## src/rtl/button_debouncer_if.sv

```systemverilog
// Button debouncer signal bundle: the raw button input and the debounced outputs.
// With DEBOUNCE_LONGPRESS_EN defined, the bundle also carries the long_press flag.
interface button_debouncer_if;
    logic raw_btn;
    logic btn_level;
    logic btn_changed;
`ifdef DEBOUNCE_LONGPRESS_EN
    logic long_press;

    modport master (output raw_btn, input btn_level, input btn_changed, input long_press);
    modport slave  (input raw_btn, output btn_level, output btn_changed, output long_press);
`else
    modport master (output raw_btn, input btn_level, input btn_changed);
    modport slave  (input raw_btn, output btn_level, output btn_changed);
`endif
endinterface

```

## src/rtl/button_debouncer.sv

```systemverilog
// Push-button conditioner: a 2-FF synchronizer feeds a counter-qualified press/release FSM.
// Optional held-button flag when DEBOUNCE_LONGPRESS_EN is defined.
module button_debouncer #(
    parameter int STABLE_CYCLES = 16,
    parameter int LONG_CYCLES   = 64
) (
    input  logic              clk,
    input  logic              rst_n,
    button_debouncer_if.slave btn
);
    localparam int CW = $clog2(STABLE_CYCLES + 1);
    localparam logic [CW-1:0] CNT_MAX = CW'(STABLE_CYCLES - 1);

    typedef enum logic [1:0] {RELEASED, PRESS_CHK, PRESSED, RELEASE_CHK} state_t;

    if (STABLE_CYCLES < 1 || LONG_CYCLES < 1) begin : g_param_chk
        $error("button_debouncer: STABLE_CYCLES and LONG_CYCLES must be >= 1");
    end

    logic          s1_q, s2_q;
    state_t        state_q, state_d;
    logic [CW-1:0] cnt_q, cnt_d;
    logic          level_q, level_d;
    logic          changed_q, changed_d;
    logic          accept_press, accept_release;

    always_ff @(posedge clk) begin
        if (!rst_n) begin
            s1_q      <= 1'b0;
            s2_q      <= 1'b0;
            state_q   <= RELEASED;
            cnt_q     <= '0;
            level_q   <= 1'b0;
            changed_q <= 1'b0;
        end else begin
            s1_q      <= btn.raw_btn;
            s2_q      <= s1_q;
            state_q   <= state_d;
            cnt_q     <= cnt_d;
            level_q   <= level_d;
            changed_q <= changed_d;
        end
    end

    // Any opposite sample in a CHK state falls back, so qualification restarts from zero.
    always_comb begin
        state_d = state_q;
        cnt_d   = cnt_q;
        case (state_q)
            RELEASED: begin
                if (s2_q) begin
                    state_d = PRESS_CHK;
                    cnt_d   = '0;
                end
            end
            PRESS_CHK: begin
                if (!s2_q)                state_d = RELEASED;
                else if (cnt_q == CNT_MAX) state_d = PRESSED;
                else                      cnt_d   = cnt_q + 1'b1;
            end
            PRESSED: begin
                if (!s2_q) begin
                    state_d = RELEASE_CHK;
                    cnt_d   = '0;
                end
            end
            RELEASE_CHK: begin
                if (s2_q)                 state_d = PRESSED;
                else if (cnt_q == CNT_MAX) state_d = RELEASED;
                else                      cnt_d   = cnt_q + 1'b1;
            end
            default: state_d = RELEASED;
        endcase
    end

    always_comb begin
        accept_press   = (state_q == PRESS_CHK)   && (state_d == PRESSED);
        accept_release = (state_q == RELEASE_CHK) && (state_d == RELEASED);
        level_d        = level_q;
        changed_d      = 1'b0;
        if (accept_press) begin
            level_d   = 1'b1;
            changed_d = 1'b1;
        end
        if (accept_release) begin
            level_d   = 1'b0;
            changed_d = 1'b1;
        end
    end

    assign btn.btn_level   = level_q;
    assign btn.btn_changed = changed_q;

`ifdef DEBOUNCE_LONGPRESS_EN
    localparam int LW = $clog2(LONG_CYCLES + 1);
    localparam logic [LW-1:0] LONG_MAX = LW'(LONG_CYCLES);

    logic [LW-1:0] long_cnt_q, long_cnt_d;
    logic          long_press_q, long_press_d;
    logic          held;

    always_comb begin
        held         = (state_q == PRESSED) || (state_q == RELEASE_CHK);
        long_cnt_d   = long_cnt_q;
        long_press_d = long_press_q;
        if (accept_press)
            long_cnt_d = '0;
        else if (held && long_cnt_q != LONG_MAX)
            long_cnt_d = long_cnt_q + 1'b1;
        if (held && long_cnt_d == LONG_MAX)
            long_press_d = 1'b1;
        // A rejected release bounce leaves the flag alone; only an accepted release clears it.
        if (accept_release)
            long_press_d = 1'b0;
    end

    always_ff @(posedge clk) begin
        if (!rst_n) begin
            long_cnt_q   <= '0;
            long_press_q <= 1'b0;
        end else begin
            long_cnt_q   <= long_cnt_d;
            long_press_q <= long_press_d;
        end
    end

    assign btn.long_press = long_press_q;
`endif
endmodule

```

## src/flat_wrapper.sv

```systemverilog
// flat-port wrapper written by rule: the top's interface ports become plain ports
module button_debouncer_flat 
#(
    parameter int STABLE_CYCLES = 16,
    parameter int LONG_CYCLES   = 64
)
  (clk, rst_n, btn_raw_btn, btn_btn_level, btn_btn_changed);
  button_debouncer_if btn_i ();
  input  logic clk;
  input  logic rst_n;
  input wire logic [$bits(btn_i.raw_btn)-1:0] btn_raw_btn;
  output wire logic [$bits(btn_i.btn_level)-1:0] btn_btn_level;
  output wire logic [$bits(btn_i.btn_changed)-1:0] btn_btn_changed;
  assign btn_i.raw_btn = btn_raw_btn;
  assign btn_btn_level = btn_i.btn_level;
  assign btn_btn_changed = btn_i.btn_changed;
  button_debouncer #(.STABLE_CYCLES(STABLE_CYCLES), .LONG_CYCLES(LONG_CYCLES)) u_core (.clk(clk), .rst_n(rst_n), .btn(btn_i));
endmodule
```

## config.mk

```make
export PLATFORM = sky130hd
export DESIGN_NAME = button_debouncer_flat
export DESIGN_NICKNAME = d
export VERILOG_FILES = /design/src/rtl/button_debouncer_if.sv /design/src/rtl/button_debouncer.sv /design/src/flat_wrapper.sv
export SDC_FILE = /design/constraint.sdc
export NUM_CORES = 1
export LEC_CHECK = 0
export CORE_MARGIN = 3
export CORE_UTILIZATION = 35
export DETAILED_ROUTE_END_ITERATION = 8
export HOLD_SLACK_MARGIN = 0.15
export MAX_ROUTING_LAYER = met4
export PLACE_DENSITY = 0.65
export SYNTH_ARGS = -nofsm -noshare
export SYNTH_HDL_FRONTEND = slang
export SYNTH_SLANG_ARGS = --single-unit
```

## constraint.sdc

```tcl
create_clock -name clk -period 2.3 [get_ports clk]
set_input_delay 0.46 -clock clk [delete_from_list [all_inputs] [get_ports clk]]
set_output_delay 0.46 -clock clk [all_outputs]
set_load 0.05 [all_outputs]
```

==> results.py <==
metrics = {
    "setup_path": {
        "endpoint_kind": "primary output",
        "path_cells": "clkdlybuf4s50_1",
        "rrSetupSlack_ns": 0.45,
        "worst_r2r_endpoint": "u_core.cnt_q[3]",
        "slowest_stage": "clkdlybuf4s50_1",
        "reg2reg_from": "u_core.cnt_q[0]",
        "critPathTopFamily": "buffers and inverters",
        "path_buf_inv": 1,
        "critPathMaxStageDelay_ns": 0.81,
        "ff2ff_path_depth": 6,
        "worstPathRequired_ns": 1.84,
        "worst-setup-path-type": "flop to primary output",
        "critPathLaunchType": "flop",
        "arrival_ns": 1.42,
        "crit_fanout": 3,
    },
    "power_and_ir_drop": {
        "powerDensity_nw_per_um2": 655.8,
        "p_leak_nw": 0.1932,
        "irDropWorstVdd_v": 0.0003118,
    },
    "clocking": {
        "clk_pin_slew_ns": 0.07,
        "cts_setup_buffers": 0,
        "post_cts_resized": 0,
        "cts_root_buffer": "clkbuf_4",
        "cts_tree": "done",
        "htreeDepth": 1,
        "cts_hold_buf": 0,
        "cts_buffers": 3,
        "clkSinkCount": 11,
        "clock_path_buffers": 2,
        "clk_latency_ns": 0.27,
    },
    "floorplanning": {
        "die_h_um": 42.27,
        "rows": 12,
        "io_pins": 5,
        "dieArea_um2": 1787,
        "die_w_um": 42.27,
        "core_um2": 1171,
        "start_util": 0.3932,
    },
    "detailed_routing": {
        "wl_um": 760,
        "ant_nets": 0,
        "avgRoutedWirePerCell_um": 10.70,
        "drt-pass1-iter-count": 4,
        "drt-initial-drc-count": 9,
        "drt-vias-per-instance": 5.197,
        "drc": 0,
        "vias": 369,
    },
    "sta": {
        "drv_slew": 0,
        "fin_setup_tns_ns": 0,
        "setup_violations": 0,
        "slew_headroom": 0.6721,
        "period_share": 0.8165,
        "rsz0062_at_grt": "false",
        "finalHoldViolCount": 0,
        "clock.fmax_mhz": 532.5,
        "worst-slew-pin-transition_ns": 0.4903,
        "post-route-min-period_ns": 1.878,
        "skew_ns": 0.003118,
    },
    "job": {
        "max_cap_viol_count": 0,
    },
    "global_route": {
        "antenna_found_initial": 0,
        "grt_pass1_wl_mm": 1.435,
        "grt_max_degree": 9,
        "track_usage": 0.1111,
        "grt_pass1_vias": 329,
        "grt-ovfl-total": 0,
    },
    "logic_synthesis": {
        "synth_commonest_cells": "dfxtp_1 (11), a21boi_0 (4), nand2_1 (4), o21ai_0 (4)",
        "synthTopCellsByArea": "dfxtp_1 (48%), a21boi_0 (6.5%), ha_1 (5.4%)",
        "postSynth.asyncResetShare": 0,
        "ys.warnings.count": 0,
        "seq_area_frac_synth": 0.4783,
        "synth_area_um2": 460.4,
        "synth_cells": 50,
        "syn_area_per_cell_um2": 9.209,
        "syn_nets": 55,
        "yosysMostFrequentCell": "dfxtp_1",
        "synth_ff_type": "dfxtp_1",
        "yosysUniqueCellTypes": 21,
        "synth_edf_count": 0,
        "yosys.area.top_type": "dfxtp_1",
        "ys_seq_elements": 11,
        "yosys.area.top_type_share": 0.4783,
    },
    "final_layout": {
        "multiInputGateArea_um2": 229.0,
        "layout-drive-gt1-share": 0.07018,
        "area_growth_pct": 17.39,
        "final_util": 0.4615,
        "final_cell_area_um2": 540.5,
        "layoutNonFillerInstCount": 71,
        "nFillCells": 116,
        "num-nets-final": 63,
        "seq_area_um2": 220.2,
        "antenna_cells": 0,
    },
    "place": {
        "dp_hpwl_um": 577.2,
        "dpl-instance-area_um2": 514.2,
        "place_inst": 67,
        "routabilityCongestion": 0.7152,
        "io_buffers": 4,
    },
    "min_path": {
        "hp-class": "flop to flop",
        "min_from": "u_core.s1_q",
        "hold_end": "u_core.s2_q",
        "hold_depth": 1,
    },
    "status": {
        "outcome": "finished clean",
    },
}
-- cells by family after synthesis --
family                   after synthesis  share of synthesized area
XOR/XNOR                               2                    0.03805
buffers and inverters                  3                    0.02445
flip-flops                            11                     0.4783
AND/OR/NAND/NOR                       18                     0.2174
adder cells (fa/ha/maj)                2                    0.05434
AO/OA/AOI/OAI                         14                     0.1875
-- registers in the layout (all words and copies together), names as in the netlist --
| name | cells |
|---|---|
| u_core.cnt_q | 5 |
| u_core.state_q | 2 |
| u_core.btn.btn_changed | 1 |
| u_core.btn.btn_level | 1 |
| u_core.s1_q | 1 |
| u_core.s2_q | 1 |
-- layout make-up --
cell class,count,share of cell area
repair buffers,4,0.07407
inverters,2,0.01389
clock buffers,4,0.04861
flip-flops and latches,11,0.4074
multi-input cells,36,0.4236
well taps,14,0.03241
-- worst max path at each step --
stage,start,endpoint,slack [ns],depth (start not counted)
floorplan,u_core.cnt_q[0],u_core.cnt_q[3],0.50,7
global placement,u_core.cnt_q[0],u_core.cnt_q[3],0.51,6
detailed placement,u_core.cnt_q[0],u_core.cnt_q[3],0.47,6
CTS,u_core.btn.btn_level,btn_btn_level,0.42,1
global route,u_core.cnt_q[0],u_core.cnt_q[3],0.32,6
finish,u_core.btn.btn_level,btn_btn_level,0.42,1
-- cell usage in the layout, fill, tap and decap left out --
cell type,Yosys,final
nand2_1,4,4
xnor2_1,1,1
o31ai_1,2,2
a21oi_1,3,3
and2_1,3,3
a21boi_0,4,4
o21ai_0,4,4
nand3_1,1,1
ha_1,2,2
or4_1,2,2
xor2_1,1,1
inv_1,2,2
clkbuf_4,0,3
nor2_1,2,2
nor3_1,1,1
nand4b_1,1,1
clkdlybuf4s50_1,0,4
clkbuf_1,1,1
nand4_1,1,1
and3_1,2,2
dfxtp_1,11,11
or2_2,1,1
a31oi_1,1,1
-- where the power goes --
group          switching [mW]  internal [mW]  leakage (nW)
Sequential            0.00373          0.195        0.0893
Combinational          0.0136         0.0112        0.0889
Clock                  0.0637         0.0671        0.0150
Total                  0.0810          0.273         0.193
-- through the flow --
stage | total power [mW] | setup slack [ns] | hold slack (ns)
floorplan | 0.2178 | 0.5028 | 0.4118
global placement | 0.2283 | 0.5141 | 0.4226
detailed placement | 0.2282 | 0.4744 | 0.4261
CTS | 0.3581 | 0.4150 | 0.4417
global route | 0.3767 | 0.3150 | 0.4786
finish | 0.3545 | 0.4221 | 0.4446
-- layer usage --
layer	global-route usage	routed length [um]
met1	0.1276	347
met4	0.03727	0
met2	0.1520	347
met3	0.07725	65
met5	-	0
(Power assumes the default switching activity.)
